## src/rtl/mips_ctrl_pkg.sv

```systemverilog
// Shared constants for the MIPS multicycle PC-sequencing control.
package mips_ctrl_pkg;

  localparam int unsigned STATE_W = 4;

  // State encodings
  localparam logic [STATE_W-1:0] S_FETCH      = 4'd0;
  localparam logic [STATE_W-1:0] S_DECODE     = 4'd1;
  localparam logic [STATE_W-1:0] S_EXEC       = 4'd2;
  localparam logic [STATE_W-1:0] S_JR         = 4'd3;
  localparam logic [STATE_W-1:0] S_BRANCH     = 4'd4;
  localparam logic [STATE_W-1:0] S_JUMP       = 4'd5;
  localparam logic [STATE_W-1:0] S_ERET       = 4'd6;
  localparam logic [STATE_W-1:0] S_EXC_SAVE   = 4'd7;
  localparam logic [STATE_W-1:0] S_EXC_VECTOR = 4'd8;

  // Opcode / funct constants
  localparam logic [5:0] OP_RTYPE = 6'h00;
  localparam logic [5:0] OP_J     = 6'h02;
  localparam logic [5:0] OP_JAL   = 6'h03;
  localparam logic [5:0] OP_BEQ   = 6'h04;
  localparam logic [5:0] OP_BNE   = 6'h05;
  localparam logic [5:0] OP_ADDI  = 6'h08;
  localparam logic [5:0] OP_ANDI  = 6'h0C;
  localparam logic [5:0] OP_ORI   = 6'h0D;
  localparam logic [5:0] OP_LUI   = 6'h0F;
  localparam logic [5:0] OP_ERET  = 6'h10;
  localparam logic [5:0] OP_LW    = 6'h23;
  localparam logic [5:0] OP_SW    = 6'h2B;
  localparam logic [5:0] FN_JR    = 6'h08;

  // PC-source mux selects
  localparam logic [1:0] PC_SRC_ALU_RESULT = 2'b00;
  localparam logic [1:0] PC_SRC_ALU_OUT    = 2'b01;
  localparam logic [1:0] PC_SRC_TARGET     = 2'b10;
  localparam logic [1:0] PC_SRC_EPC        = 2'b11;

  // Exception cause codes
  localparam int unsigned CAUSE_UNDEF = 0;
  localparam int unsigned CAUSE_OVF   = 1;

endpackage

```

## src/rtl/pc_seq_decode.sv

```systemverilog
// Opcode/funct classifier giving the state that follows DECODE.
// PC_SEQ_CTRL_BNE_EN: when defined, bne is decoded as an inverted branch.
module pc_seq_decode
  import mips_ctrl_pkg::*;
#(
  parameter int unsigned OP_W = 6
) (
  input  logic [OP_W-1:0]    opcode,
  input  logic [OP_W-1:0]    funct,
  output logic [STATE_W-1:0] next_state_c,
  output logic               is_link_c,
  output logic               is_bne_c
);

  // Classify the instruction; anything unrecognised traps as undefined
  always_comb begin
    next_state_c = S_EXC_SAVE;
    is_link_c    = 1'b0;
    is_bne_c     = 1'b0;
    if (opcode == OP_W'(OP_RTYPE)) begin
      next_state_c = (funct == OP_W'(FN_JR)) ? S_JR : S_EXEC;
    end else if (opcode == OP_W'(OP_BEQ)) begin
      next_state_c = S_BRANCH;
`ifdef PC_SEQ_CTRL_BNE_EN
    end else if (opcode == OP_W'(OP_BNE)) begin
      next_state_c = S_BRANCH;
      is_bne_c     = 1'b1;
`endif
    end else if (opcode == OP_W'(OP_J) || opcode == OP_W'(OP_JAL)) begin
      next_state_c = S_JUMP;
      is_link_c    = (opcode == OP_W'(OP_JAL));
    end else if (opcode == OP_W'(OP_ERET)) begin
      next_state_c = S_ERET;
    end else if (opcode == OP_W'(OP_LW)   || opcode == OP_W'(OP_SW)   ||
                 opcode == OP_W'(OP_ADDI) || opcode == OP_W'(OP_ANDI) ||
                 opcode == OP_W'(OP_ORI)  || opcode == OP_W'(OP_LUI)) begin
      next_state_c = S_EXEC;
    end
  end

endmodule

```

## src/rtl/pc_seq_ctrl.sv

```systemverilog
// Multicycle next-PC sequencing FSM for the MIPS core.
// PC_SEQ_CTRL_BNE_EN: when defined, opcode 0x05 branches on ~alu_zero;
// otherwise it traps as an undefined instruction.
module pc_seq_ctrl
  import mips_ctrl_pkg::*;
#(
  parameter int unsigned OP_W    = 6,
  parameter int unsigned CAUSE_W = 2
) (
  input  logic               clk,
  input  logic               reset,
  input  logic [OP_W-1:0]    opcode,
  input  logic [OP_W-1:0]    funct,
  input  logic               alu_zero,
  input  logic               alu_overflow,
  input  logic               datapath_done,
  output logic [1:0]         pc_src,
  output logic               pc_write,
  output logic               ir_write,
  output logic               vec_sel,
  output logic               link_write,
  output logic               epc_write,
  output logic               cause_write,
  output logic [CAUSE_W-1:0] cause,
  output logic               datapath_go,
  output logic [3:0]         state_o
);

  logic [STATE_W-1:0] state;
  logic               is_link;
  logic               is_bne;
  logic [CAUSE_W-1:0] cause_q;

  logic [STATE_W-1:0] dec_next;
  logic               dec_link;
  logic               dec_bne;

  pc_seq_decode #(.OP_W(OP_W)) u_decode (
    .opcode       (opcode),
    .funct        (funct),
    .next_state_c (dec_next),
    .is_link_c    (dec_link),
    .is_bne_c     (dec_bne)
  );

  // State register plus instruction flags captured in DECODE / EXEC
  always_ff @(posedge clk or posedge reset) begin
    if (reset) begin
      state   <= S_FETCH;
      is_link <= 1'b0;
      is_bne  <= 1'b0;
      cause_q <= '0;
    end else begin
      case (state)
        S_FETCH: state <= S_DECODE;
        S_DECODE: begin
          state   <= dec_next;
          is_link <= dec_link;
          is_bne  <= dec_bne;
          if (dec_next == S_EXC_SAVE) cause_q <= CAUSE_W'(CAUSE_UNDEF);
        end
        S_EXEC: begin
          if (datapath_done) begin
            if (alu_overflow) begin
              state   <= S_EXC_SAVE;
              cause_q <= CAUSE_W'(CAUSE_OVF);
            end else begin
              state <= S_FETCH;
            end
          end
        end
        S_EXC_SAVE: state <= S_EXC_VECTOR;
        S_JR, S_BRANCH, S_JUMP, S_ERET, S_EXC_VECTOR: state <= S_FETCH;
        default: state <= S_FETCH;
      endcase
    end
  end

  // Output decode from state; everything held low while reset is asserted
  always_comb begin
    pc_src      = PC_SRC_ALU_RESULT;
    pc_write    = 1'b0;
    ir_write    = 1'b0;
    vec_sel     = 1'b0;
    link_write  = 1'b0;
    epc_write   = 1'b0;
    cause_write = 1'b0;
    cause       = '0;
    datapath_go = 1'b0;
    state_o     = 4'(state);
    if (reset) begin
      state_o = '0;
    end else begin
      case (state)
        S_FETCH: begin
          ir_write = 1'b1;
          pc_write = 1'b1;
          pc_src   = PC_SRC_ALU_RESULT;
        end
        S_EXEC: datapath_go = 1'b1;
        S_JR: begin
          pc_src   = PC_SRC_ALU_RESULT;
          pc_write = 1'b1;
        end
        S_BRANCH: begin
          pc_src   = PC_SRC_ALU_OUT;
          pc_write = is_bne ? ~alu_zero : alu_zero;
        end
        S_JUMP: begin
          pc_src     = PC_SRC_TARGET;
          pc_write   = 1'b1;
          link_write = is_link;
        end
        S_ERET: begin
          pc_src   = PC_SRC_EPC;
          pc_write = 1'b1;
        end
        S_EXC_SAVE: begin
          epc_write   = 1'b1;
          cause_write = 1'b1;
          cause       = cause_q;
        end
        S_EXC_VECTOR: begin
          pc_src   = PC_SRC_TARGET;
          vec_sel  = 1'b1;
          pc_write = 1'b1;
        end
        default: ;
      endcase
    end
  end

endmodule

```

## config.mk

```make
export PLATFORM = sky130hd
export DESIGN_NAME = pc_seq_ctrl
export DESIGN_NICKNAME = d
export VERILOG_FILES = /design/src/rtl/mips_ctrl_pkg.sv /design/src/rtl/pc_seq_decode.sv /design/src/rtl/pc_seq_ctrl.sv
export SDC_FILE = /design/constraint.sdc
export NUM_CORES = 1
export LEC_CHECK = 0
export BUFFER_PORTS_ARGS = -buffer_cell sky130_fd_sc_hd__buf_4
export CORE_MARGIN = 4
export CORE_UTILIZATION = 45
export CTS_CLUSTER_DIAMETER = 50
export DETAILED_ROUTE_END_ITERATION = 12
export PLACE_DENSITY = 0.79
export SYNTH_ARGS = -nofsm -noshare
export SYNTH_HDL_FRONTEND = slang
export SYNTH_SLANG_ARGS = --single-unit
```

## constraint.sdc

```tcl
create_clock -name clk -period 2.7 [get_ports clk]
set_input_delay 0.54 -clock clk [delete_from_list [all_inputs] [get_ports clk]]
set_output_delay 0.54 -clock clk [all_outputs]
set_load 0.05 [all_outputs]
```

After elaboration in Yosys (flattened, before gate mapping)
Index checks and enable logic that the tools add are counted.
{"block": "classes", "eq_ne": 23, "n_mux": 33, "reduce_logical": 12}
{"operator": "$eq 6x4->1 const B", "n": 5}
{"operator": "$mux 4", "n": 6}
{"operator": "$eq 4x3->1 const B", "n": 5}
{"operator": "$pmux 4 s4", "n": 1}
{"operator": "$mux 1", "n": 15}
{"operator": "$eq 6x2->1 const B", "n": 2}
{"operator": "$eq 6x6->1 const B", "n": 2}
{"operator": "$mux 2", "n": 6}
{"operator": "$eq 4x2->1 const B", "n": 2}
{"operator": "$eq 6x3->1 const B", "n": 1}
{"operator": "$eq 6x5->1 const B", "n": 1}
{"operator": "$logic_not 6->1", "n": 1}
{"operator": "$logic_or 1x1->1", "n": 6}
{"operator": "$mux 3", "n": 2}
{"operator": "$ne 2x2->1 const B", "n": 3}
{"operator": "$pmux 2 s3", "n": 1}
{"operator": "$reduce_or 5->1", "n": 1}
{"operator": "$eq 4x1->1 const B", "n": 1}
{"operator": "$eq 4x4->1 const B", "n": 1}
{"operator": "$logic_not 4->1", "n": 1}
{"operator": "$pmux 2 s2", "n": 1}
{"operator": "$reduce_and 4->1", "n": 1}
{"operator": "$pmux 1 s2", "n": 1}
{"operator": "$reduce_bool 2->1", "n": 1}
{"operator": "$reduce_or 2->1", "n": 1}
{"block": "word_totals", "regBits": 7, "in_bits": 17}

Longest topological paths before layout
Gate-level depths: netlist (run 1).
{"block": "logic_depth", "word_depth": 14, "ltp_mapped": 5}

Hierarchy
From an unflattened synthesis (run 1), not the netlist that was laid out.
{"block": "unflattened", "hier_cells": 89, "hier_area_um2": 709.4}
{"mod": "pc_seq_ctrl", "instances": 1, "cells_per_inst": 65, "area_each_um2": 555.5}
{"mod": "pc_seq_decode", "instances": 1, "cells_per_inst": 24, "area_each_um2": 153.9}

Worst setup path after synthesis (run 1)
No wires, ideal clock.
{"block": "synth_path", "path_type": "input to output", "start": "input reset", "end": "output link_write", "t_arrival_ns": 2.919, "path_slack_ns": -0.759, "path_stages": 3, "path_buffers": 0, "path_cell_list": "nor2b_1 > nand2_1 > nor4_1"}
{"block": "synth_via", "elab_chain_cells": 1}
{"element": "start, declared", "line_no": "pc_seq_ctrl.sv:11", "rtl": "input logic reset,"}
{"element": "$mux 1", "line_no": "pc_seq_ctrl.sv:91", "rtl": "if (reset) begin"}
{"element": "end, declared", "line_no": "pc_seq_ctrl.sv:21", "rtl": "output logic link_write,"}
No other way between the ends.

Worst setup path after layout (run 1)
{"block": "layout_path", "start": "register state[2]", "end": "output cause[0]"}
{"block": "layout_via", "elab_chain_cells": 3}
{"element": "start, declared", "line_no": "pc_seq_ctrl.sv:29", "rtl": "logic [STATE_W-1:0] state;"}
{"element": "start signal, assigned", "line_no": "pc_seq_ctrl.sv:57", "rtl": "state <= dec_next;"}
{"element": "$eq 4x3->1", "line_no": "pc_seq_ctrl.sv:94", "rtl": "case (state)"}
{"element": "$mux 2", "line_no": "pc_seq_ctrl.sv:94"}
{"element": "$mux 2", "line_no": "pc_seq_ctrl.sv:91"}
{"element": "end, declared", "line_no": "pc_seq_ctrl.sv:24", "rtl": "output logic [CAUSE_W-1:0] cause,"}
No other way between the ends.

==> metrics.txt, run 1 <==
Via density 5.70; clk_lat worst skew 0.24 ns; Avg Cell Area, Syn 7.61 um^2; Slew headroom 66.0%; flip-flop and latch area 150 um^2; CTS tree built; Fin. Hold Viols 0; final number of setup-violating endpoints 0; area of the multi-input gates 438 um^2; Initial Util 48.0%; Buf/Inv on CP 1; DRT antenna net count 0; clk buf depth 2; Die Area 2050 um^2; unrepaired setup endpoints after global routing false; CTS Sinks 6; post-layout util 66.8%; Final Slew Violations 0; Post-CTS Setup Inserts 0; Main synth FF type dfrtp_1; routed vias 701; die span in y 45.3 um; IO Count 32; # diodes 0; crit path launch type flip-flop; crit path time final 2.20 ns; Yosys warning count 0; TritonCTS Buffers 3; CTS-repair resized insts 0; clock slew at reported path FFs 0.05 ns; Synth Register Bits 6; routed wire length per instance 12.3 um; Post-synth EDFFs 0; Area Overhead vs Synth 39.3%; Crit Path Category reg2out; CP max stage cell dfrtp_1; post-DP HPWL 1.22 mm; status finished clean; DRC errors left 0; Async SR Flop Fraction 100%; CP peak stage delay 0.58 ns; fin nets 127; Syn Inst Count 82; hold_buf cts 0; initial antenna violation count 0; GP Congestion 0.740; H-tree levels 1; PortBufs 30; Worst EP required 2.16 ns; row count 13; DIE WIDTH 45.3 um; Yosys cell types 39; CTS Root Cell clkbuf_4; final period utilization 81.4%; aggregate global-route resource usage 16.3%; most common cell in the netlist nor2_1; share of layout cells above drive strength 1 38.9%; max-cap viol count 0; Layout Skew 0.00193 ns; Overflow after GRT 0; DR iter-0 viols 28; critical-path cell list nor2b_2 -> nand2_1 -> nor2_4 -> and2_1 -> buf_4; Worst Hold Class in2async; synthesized cell area 624 um^2; Max Clk Rate 0.455 GHz; CP max FO 13; post-synth top area cell dfrtp_1; Fillers 114; pwr dens 804 nW/um^2; post-synth top area share 24.0%; global-route wire length before repair 2.54 mm; type of destination of the critical path output pin; setup tns final 0 ns; WL final 1.52 mm; Seq/Total Area, Yosys 24.0%; Critical Path AT 1.66 ns; largest net degree at the start of global routing 19; core area 1300 um^2; worst-margin pin slew 0.511 ns; leakage power 0.384 nW; maximum VDD drop 0.344 mV; vias in the first global route 596; Post-synth top cells 11 x nor2_1, 6 x dfrtp_1, 5 x nor3_1; ranking of synthesized cells by area dfrtp_1 24%, nor2_1 6.6%, nor2b_1 4.0%; post-synth net total 99; Pre-antenna DRT Iters 5; cell family with most CP delay simple AND/OR/NAND/NOR gates
-- layer usage --
layer  global-route usage, %  share of wire [%]  routed length (um)
met5                       0                  0                   0
met4                    3.51               0.72                  11
met3                    3.59                7.0                 106
met2                    25.7                 49                 749
met1                    22.6                 43                 652
-- through the flow --
stage | instance area [um^2] | setup slack [ns] | hold WS [ns] | total power [mW] | cells
after floorplan | 646 | 0.0503 | 0.331 | 0.520 | 82
after global placement | 847 | 0.752 | 0.490 | 0.614 | 120
after detailed placement | 847 | 0.751 | 0.495 | 0.617 | 120
after CTS | 870 | 0.489 | 0.256 | 0.703 | 123
after global routing | 870 | 0.365 | 0.272 | 0.754 | 123
final | 870 | 0.502 | 0.250 | 0.699 | 123
-- flip-flops by register name, summed over array words and instances, names as in the netlist --
name	count
state	4
cause_q	1
is_link	1
-- placed cells by master, fill, tap and decap left out, drive strengths merged, types with 3 or more instances in the layout --
cell and instances:
nor2b 4, a31oi 3, dfrtp 6, nor4 4
clkbuf 3, nand2 3, a21oi 3, nor2 11
buf 30, inv 4, nor3 5
-- power by group --
part / switching [mW] / total, mW / internal, mW / leakage, nW
combinational: 0.241 / 0.412 / 0.172 / 0.291
clock: 0.0326 / 0.0829 / 0.0503 / 0.0138
sequential: 0.0866 / 0.204 / 0.117 / 0.0789
total: 0.360 / 0.699 / 0.339 / 0.384
-- cell type report --
class | count | share of cell area, %
clock buffers | 3 | 2.59
multi-input cells | 65 | 50.4
flip-flops and latches | 6 | 17.3
well taps | 15 | 2.16
inverters | 4 | 1.73
repair buffers | 30 | 25.9
-- logic make-up after synthesis --
kind of cell	Yosys count	synth area share (%)
buffers and inverters	11	9.22
xor gates and xnor gates	1	1.40
DFF	6	24.0
AOI/OAI and AO/OA	20	23.2
other	1	0.601
and+or+nand+nor	43	41.5
-- path summary, 6_finish.rpt --
| kind | from | to | slack (ns) | cells past startpoint |
|---|---|---|---|---|
| max | state[2]$_DFFE_PP0N_ | cause[0] | 0.50 | 5 |
| min | reset | state[3]$_DFFE_PP0N_ | 0.25 | 2 |
| max reg2reg | state[0]$_DFFE_PP0N_ | cause_q[0]$_DFFE_PP0P_ | 0.81 | 4 |
| min reg2reg | cause_q[0]$_DFFE_PP0P_ | cause_q[0]$_DFFE_PP0P_ | 0.51 | 1 |
| max in group asynchronous | reset | cause_q[0]$_DFFE_PP0P_ | 2.27 | 2 |
| min in group clk | cause_q[0]$_DFFE_PP0P_ | cause_q[0]$_DFFE_PP0P_ | 0.51 | 1 |
(Power assumes the default switching activity.)
==> run 2, diff against run 1 <==
--- a/config.mk
+++ b/config.mk
@@ -7,10 +7,10 @@
 export LEC_CHECK = 0
 export BUFFER_PORTS_ARGS = -buffer_cell sky130_fd_sc_hd__buf_4
 export CORE_MARGIN = 4
-export CORE_UTILIZATION = 45
+export CORE_UTILIZATION = 39
 export CTS_CLUSTER_DIAMETER = 50
 export DETAILED_ROUTE_END_ITERATION = 12
-export PLACE_DENSITY = 0.79
+export PLACE_DENSITY = 0.73
 export SYNTH_ARGS = -nofsm -noshare
 export SYNTH_HDL_FRONTEND = slang
 export SYNTH_SLANG_ARGS = --single-unit
==> constraint.sdc (replaced) <==
create_clock -name clk -period 1.84 [get_ports clk]
set_input_delay 0.368 -clock clk [delete_from_list [all_inputs] [get_ports clk]]
set_output_delay 0.368 -clock clk [all_outputs]
set_load 0.05 [all_outputs]
==> run 2 against run 1 <==
Global-route usage rose by 1.9 points. Clock-buffer cell count did not move. Critical path depth did not move. Sequential share of layout area fell by 3.7 points. Clock power rose by 53%. Final cell count rose by 15%. Register-to-register slack got worse by 0.69 ns. Die area rose by 13%. Largest power group unchanged. Worst setup slack got worse by 0.49 ns. Core utilization rose by 9.3 points.
==> metrics.txt, run 2 (synthesis gave the netlist of run 1 again) <==
routed vias 781 (was 701); # diodes 0 (unchanged); total power 1.46 mW (was 699 uW); DRT antenna net count 0 (unchanged); fin nets 145 (was 127); type of destination of the critical path output pin (unchanged); final number of setup-violating endpoints 0 (unchanged); initial antenna violation count 0 (unchanged); WL final 2.01 mm (was 1.52 mm); Worst Hold Class in2async (unchanged); status finished clean (unchanged); Worst EP required 1.47 ns (was 2.16 ns); Die Area 2300 um^2 (was 2050 um^2); maximum VDD drop 0.707 mV (was 0.344 mV); leakage power 0.500 nW (was 0.384 nW); pwr dens 1270 nW/um^2 (was 804 nW/um^2); fin area 1150 um^2 (was 870 um^2); post-DP HPWL 1.35 mm (was 1.22 mm); Initial Util 41.4% (was 48.0%); DIE WIDTH 48.0 um (was 45.3 um); Largest regs state: 4 flops, cause_q: 1 flops, is_link: 1 flops (unchanged); max reg flops 4 (unchanged); CTS Root Cell clkbuf_4 (unchanged); crit path launch type flip-flop (unchanged); routed wire length per instance 14.2 um (was 12.3 um); DRC errors left 0 (unchanged); Final Slew Violations 0 (unchanged); clk buf depth 2 (unchanged); Via density 5.50 (was 5.70); clk_lat worst skew 0.25 ns (was 0.24 ns); Max Clk Rate 0.546 GHz; Layout Skew 0.00299 ns (was 0.00193 ns); GP Congestion 0.797 (was 0.740); aggregate global-route resource usage 18.2% (was 16.3%); PortBufs 30 (unchanged); unrepaired setup endpoints after global routing true (was false); final period utilization 99.6%; TritonCTS Buffers 3 (unchanged); Critical Path AT 1.46 ns (was 1.66 ns); vias in the first global route 676 (was 596); global-route wire length before repair 2.97 mm (was 2.54 mm); Area Overhead vs Synth 83.8% (was 39.3%); CTS Sinks 6 (unchanged); max-cap viol count 0 (unchanged); share of layout cells above drive strength 1 61.9% (was 38.9%); Pre-antenna DRT Iters 4 (was 5); row count 14 (was 13); die span in y 48.0 um (was 45.3 um); CP max FO 4 (was 13); crit path time final 1.83 ns; Crit Path Category reg2out (unchanged); H-tree levels 1 (unchanged); Fillers 103 (was 114); largest net degree at the start of global routing 13 (was 19); IO Count 32 (unchanged); Overflow after GRT 0 (unchanged); Fin. Hold Viols 0 (unchanged); DR iter-0 viols 29 (was 28); CTS tree built (unchanged); Placed Area 965 um^2 (was 847 um^2); largest reg by FF count state (unchanged); clock slew at reported path FFs 0.05 ns (about the same); commonest non-fill, non-tap cell in the layout buf_4 (unchanged); most frequent cells in the layout 42 x buf_4, 6 x nor2_1, 5 x buf_6 (was 30 x buf_4, 10 x nor2_1, 6 x dfrtp_1); core area 1510 um^2 (was 1300 um^2)
run 2: cell types whose count changed in the layout (fill, tap and decap cells not counted), moves of 2 or more:
cell / before / now
buf_6: 0 / 5
buf_4: 30 / 42
a31oi_2: 0 / 2
nor2_1: 10 / 6
dfrtp_1: 6 / 2
nor2_4: 1 / 3
nor2_2: 0 / 2
a31oi_1: 3 / 1
nor3_1: 5 / 3
dfrtp_2: 0 / 4
run 2: power by group:
| group | internal, mW | switching [mW] | leakage (nW) |
|---|---|---|---|
| Sequential | 0.179 | 0.0510 | 0.0734 |
| Combinational | 0.505 | 0.596 | 0.412 |
| Clock | 0.0741 | 0.0524 | 0.0138 |
run 2: per-layer routing:
metal	wire, um	global-route usage, %	up-vias
met1	936	27.5	361
met5	0	0	-
met2	941	25.1	26
met3	124	4.51	2
li1	-	-	392
met4	10	5.38	0
run 2: worst max-delay path: stages (launching register included):
cell and delay (ns):
dfrtp_2 0.44, buf_4 0.16, nor4_2 0.27, a31oi_2 0.08
nor2_4 0.11, buf_8 0.15
run 2: path summary, 6_finish.rpt:
check | startpoint | to | slack, ns | depth (start not counted)
worst max register to register | state[2]$_DFFE_PP0N_ | cause_q[0]$_DFFE_PP0P_ | 0.12 | 5
worst min register to register | cause_q[0]$_DFFE_PP0P_ | cause_q[0]$_DFFE_PP0P_ | 0.51 | 1
worst min-delay path | reset | state[0]$_DFFE_PP0N_ | 0.12 | 2
worst max-delay path | state[0]$_DFFE_PP0N_ | pc_src[1] | 0.008 | 5
max in group asynchronous | reset | state[1]$_DFFE_PP0N_ | 1.50 | 2
min in group clk | opcode[0] | is_link$_DFFE_PP0P_ | 0.43 | 3
run 2: repair_timing:
action	in CTS	in global routing
setup buffers	7	5
endpoints found under the setup margin	7	7
pin swaps	1	1
gates resized for setup	7	13
hold buffers	0	0
run 2: stage by stage:
step	cells	hold slack [ns]	utilization (%)	setup TNS, ns	worst slack [ns]
global route	142	0.127	76.2	-0.139	-0.0683
floorplan	82	0.159	-	-0.169	-0.140
detailed placement	127	0.382	64.0	0	0.0861
CTS	137	0.113	69.9	-0.0120	-0.0120
finish	142	0.118	76.2	0	0.00800
global placement	127	0.382	64.0	0	0.139
run 2: cell type report:
class	count	area [um^2]	share of cell area, %
clock buffer	3	22.5	1.96
sequential	6	155	13.5
tap	16	20.0	1.74
multi-input combinational	65	548	47.8
inverter	4	15.0	1.31
timing repair buffer	48	387	33.7
==> run 3, diff against run 2 <==
--- a/config.mk
+++ b/config.mk
@@ -5,7 +5,7 @@
 export SDC_FILE = /design/constraint.sdc
 export NUM_CORES = 1
 export LEC_CHECK = 0
-export BUFFER_PORTS_ARGS = -buffer_cell sky130_fd_sc_hd__buf_4
+export BUFFER_PORTS_ARGS = -buffer_cell sky130_fd_sc_hd__buf_2
 export CORE_MARGIN = 4
 export CORE_UTILIZATION = 39
 export CTS_CLUSTER_DIAMETER = 50
==> run 3 against run 2 <==
The run now ends with negative setup slack left. Fmax down 1.7%. Clock power about the same. Total power down 1.6%. Design area down 4.1%. Combinational power down 4%. Register-to-register slack worse by 0.08 ns. Critical endpoint is now pc_write. Largest cell class unchanged. Largest power group unchanged.
==> metrics.txt, run 3 (synthesis gave the netlist of run 1 again) <==
clock slew at reported path FFs 0.04 ns (was 0.05 ns); fin area 1100 um^2 (was 1150 um^2); core area 1510 um^2 (unchanged); CTS tree built (unchanged); crit path launch type flip-flop (unchanged); total power 1.43 mW (was 1.46 mW); critical-path cell list nand2b_4 -> a211oi_2 -> a31oi_2 -> nor2_4 -> buf_8 (was buf_4 -> nor4_2 -> a31oi_2 -> nor2_4 -> buf_8); leakage power 0.489 nW (was 0.500 nW); Overflow after GRT 0 (unchanged); Worst EP required 1.47 ns (about the same); CP peak stage delay 0.44 ns (about the same); type of destination of the critical path output pin (unchanged); Placed Area 920 um^2 (was 965 um^2); DR iter-0 viols 32 (was 29); GP Congestion 0.740 (was 0.797); largest reg by FF count state (unchanged); PortBufs 30 (unchanged); fin nets 146 (was 145); CP max stage cell dfrtp_2 (unchanged); hold_buf cts 0 (unchanged); share of layout cells above drive strength 1 63.0% (was 61.9%); CTS Root Cell clkbuf_4 (unchanged); DIE WIDTH 48.0 um (unchanged); clk buf depth 2 (unchanged); Largest regs state: 4 flops, cause_q: 1 flops, is_link: 1 flops (unchanged); DRT antenna net count 0 (unchanged); most frequent cells in the layout 21 x buf_2, 20 x buf_4, 6 x nor2_1, 6 x clkbuf_4 (was 42 x buf_4, 6 x nor2_1, 5 x buf_6); max reg flops 4 (unchanged); CP max FO 6 (was 4); CTS Sinks 6 (unchanged); routed vias 813 (was 781); status finished with violations (was finished clean); Layout Skew 0.00142 ns (was 0.00299 ns); Initial Util 41.4% (unchanged); final period utilization 101% (was 99.6%); Crit Path Category reg2out (unchanged); fin worst setup slack -0.0242 ns (was 0.00800 ns); max-cap viol count 0 (unchanged); Critical Path AT 1.50 ns (was 1.46 ns); IO Count 32 (unchanged); vias in the first global route 654 (was 676); Worst Hold Class in2async (unchanged); Via density 5.69 (was 5.50); clk_lat worst skew 0.25 ns (about the same); Fin. Hold Viols 0 (unchanged); final number of setup-violating endpoints 1 (was 0); aggregate global-route resource usage 18.7% (was 18.2%); die span in y 48.0 um (unchanged); commonest non-fill, non-tap cell in the layout buf_2 (was buf_4); setup tns final -0.0242 ns (was 0 ns); DRC errors left 0 (unchanged); hold slack 0.0802 ns (was 0.118 ns); row count 14 (unchanged); global-route wire length before repair 2.97 mm (about the same); H-tree levels 1 (unchanged); Area Overhead vs Synth 76.2% (was 83.8%); Final Slew Violations 0 (unchanged); Die Area 2300 um^2 (unchanged); WL final 2.26 mm (was 2.01 mm); violations in the final reports negative setup slack; TritonCTS Buffers 3 (unchanged); Fillers 108 (was 103); initial antenna violation count 0 (unchanged); post-DP HPWL 1.50 mm (was 1.35 mm); crit path time final 1.86 ns (was 1.83 ns); # diodes 0 (unchanged); maximum VDD drop 0.757 mV (was 0.707 mV); routed wire length per instance 15.8 um (was 14.2 um); unrepaired setup endpoints after global routing true (unchanged); Max Clk Rate 0.536 GHz (was 0.546 GHz); pwr dens 1300 nW/um^2 (was 1270 nW/um^2); Pre-antenna DRT Iters 5 (was 4); largest net degree at the start of global routing 11 (was 13)
run 3: area by class of cell:
type / count / area (um^2) / area share, %
multi-input cells: 65 / 546 / 49.6
flip-flops and latches: 6 / 155 / 14.1
clock buffers: 3 / 22.5 / 2.05
inverters: 4 / 15.0 / 1.37
repair buffers: 49 / 342 / 31.1
well taps: 16 / 20.0 / 1.82
run 3: repair_timing:
item	CTS	global route
resized for setup	11	21
hold endpoints to repair	0	0
buffers inserted	4	5
endpoints found under the setup margin	11	8
pin swaps	1	3
run 3: metal layers:
layer / track usage (%) / share of wire [%] / vias to the layer above
met3: 5.64 / 5.3 / 4
met4: 3.23 / 0.75 / 0
met2: 30.9 / 54 / 29
met1: 24.2 / 40 / 391
met5: 0 / 0 / -
li1: - / - / 389
run 3: critical path, delay by kind of cell (launching register included):
| kind | cells | cell delay [ns] |
|---|---|---|
| AO/OA/AOI/OAI | 2 | 0.36 |
| flip-flops | 1 | 0.44 |
| AND/OR/NAND/NOR | 2 | 0.29 |
| buffers and inverters | 1 | 0.15 |
run 3: power by group:
part	total (mW)	switching [mW]	leakage [nW]	internal, mW
logic	1.06	0.587	0.402	0.472
registers	0.252	0.0720	0.0734	0.180
clock network	0.125	0.0507	0.0138	0.0740
total	1.43	0.710	0.489	0.725
run 3: final timing paths:
kind                                              from                     end  slack, ns  depth (start not counted)
worst max-delay path              state[3]$_DFFE_PP0N_                pc_write      -0.02                          5
worst min-delay path                             reset     is_link$_DFFE_PP0P_       0.08                          2
worst max register to register    state[1]$_DFFE_PP0N_  cause_q[0]$_DFFE_PP0P_       0.04                          5
worst min register to register  cause_q[0]$_DFFE_PP0P_  cause_q[0]$_DFFE_PP0P_       0.57                          1
max in group asynchronous                        reset    state[1]$_DFFE_PP0N_       1.54                          2
min in group clk                             opcode[0]     is_link$_DFFE_PP0P_       0.47                          3
run 3: through the flow:
stage / instances / utilization [%] / setup slack [ns]
after floorplan: 82 / - / -0.140
after global placement: 131 / 61.0 / 0.0942
after detailed placement: 131 / 61.0 / 0.0686
after CTS: 138 / 66.2 / -0.0171
after global routing: 143 / 73.0 / -0.0692
final: 143 / 73.0 / -0.0242
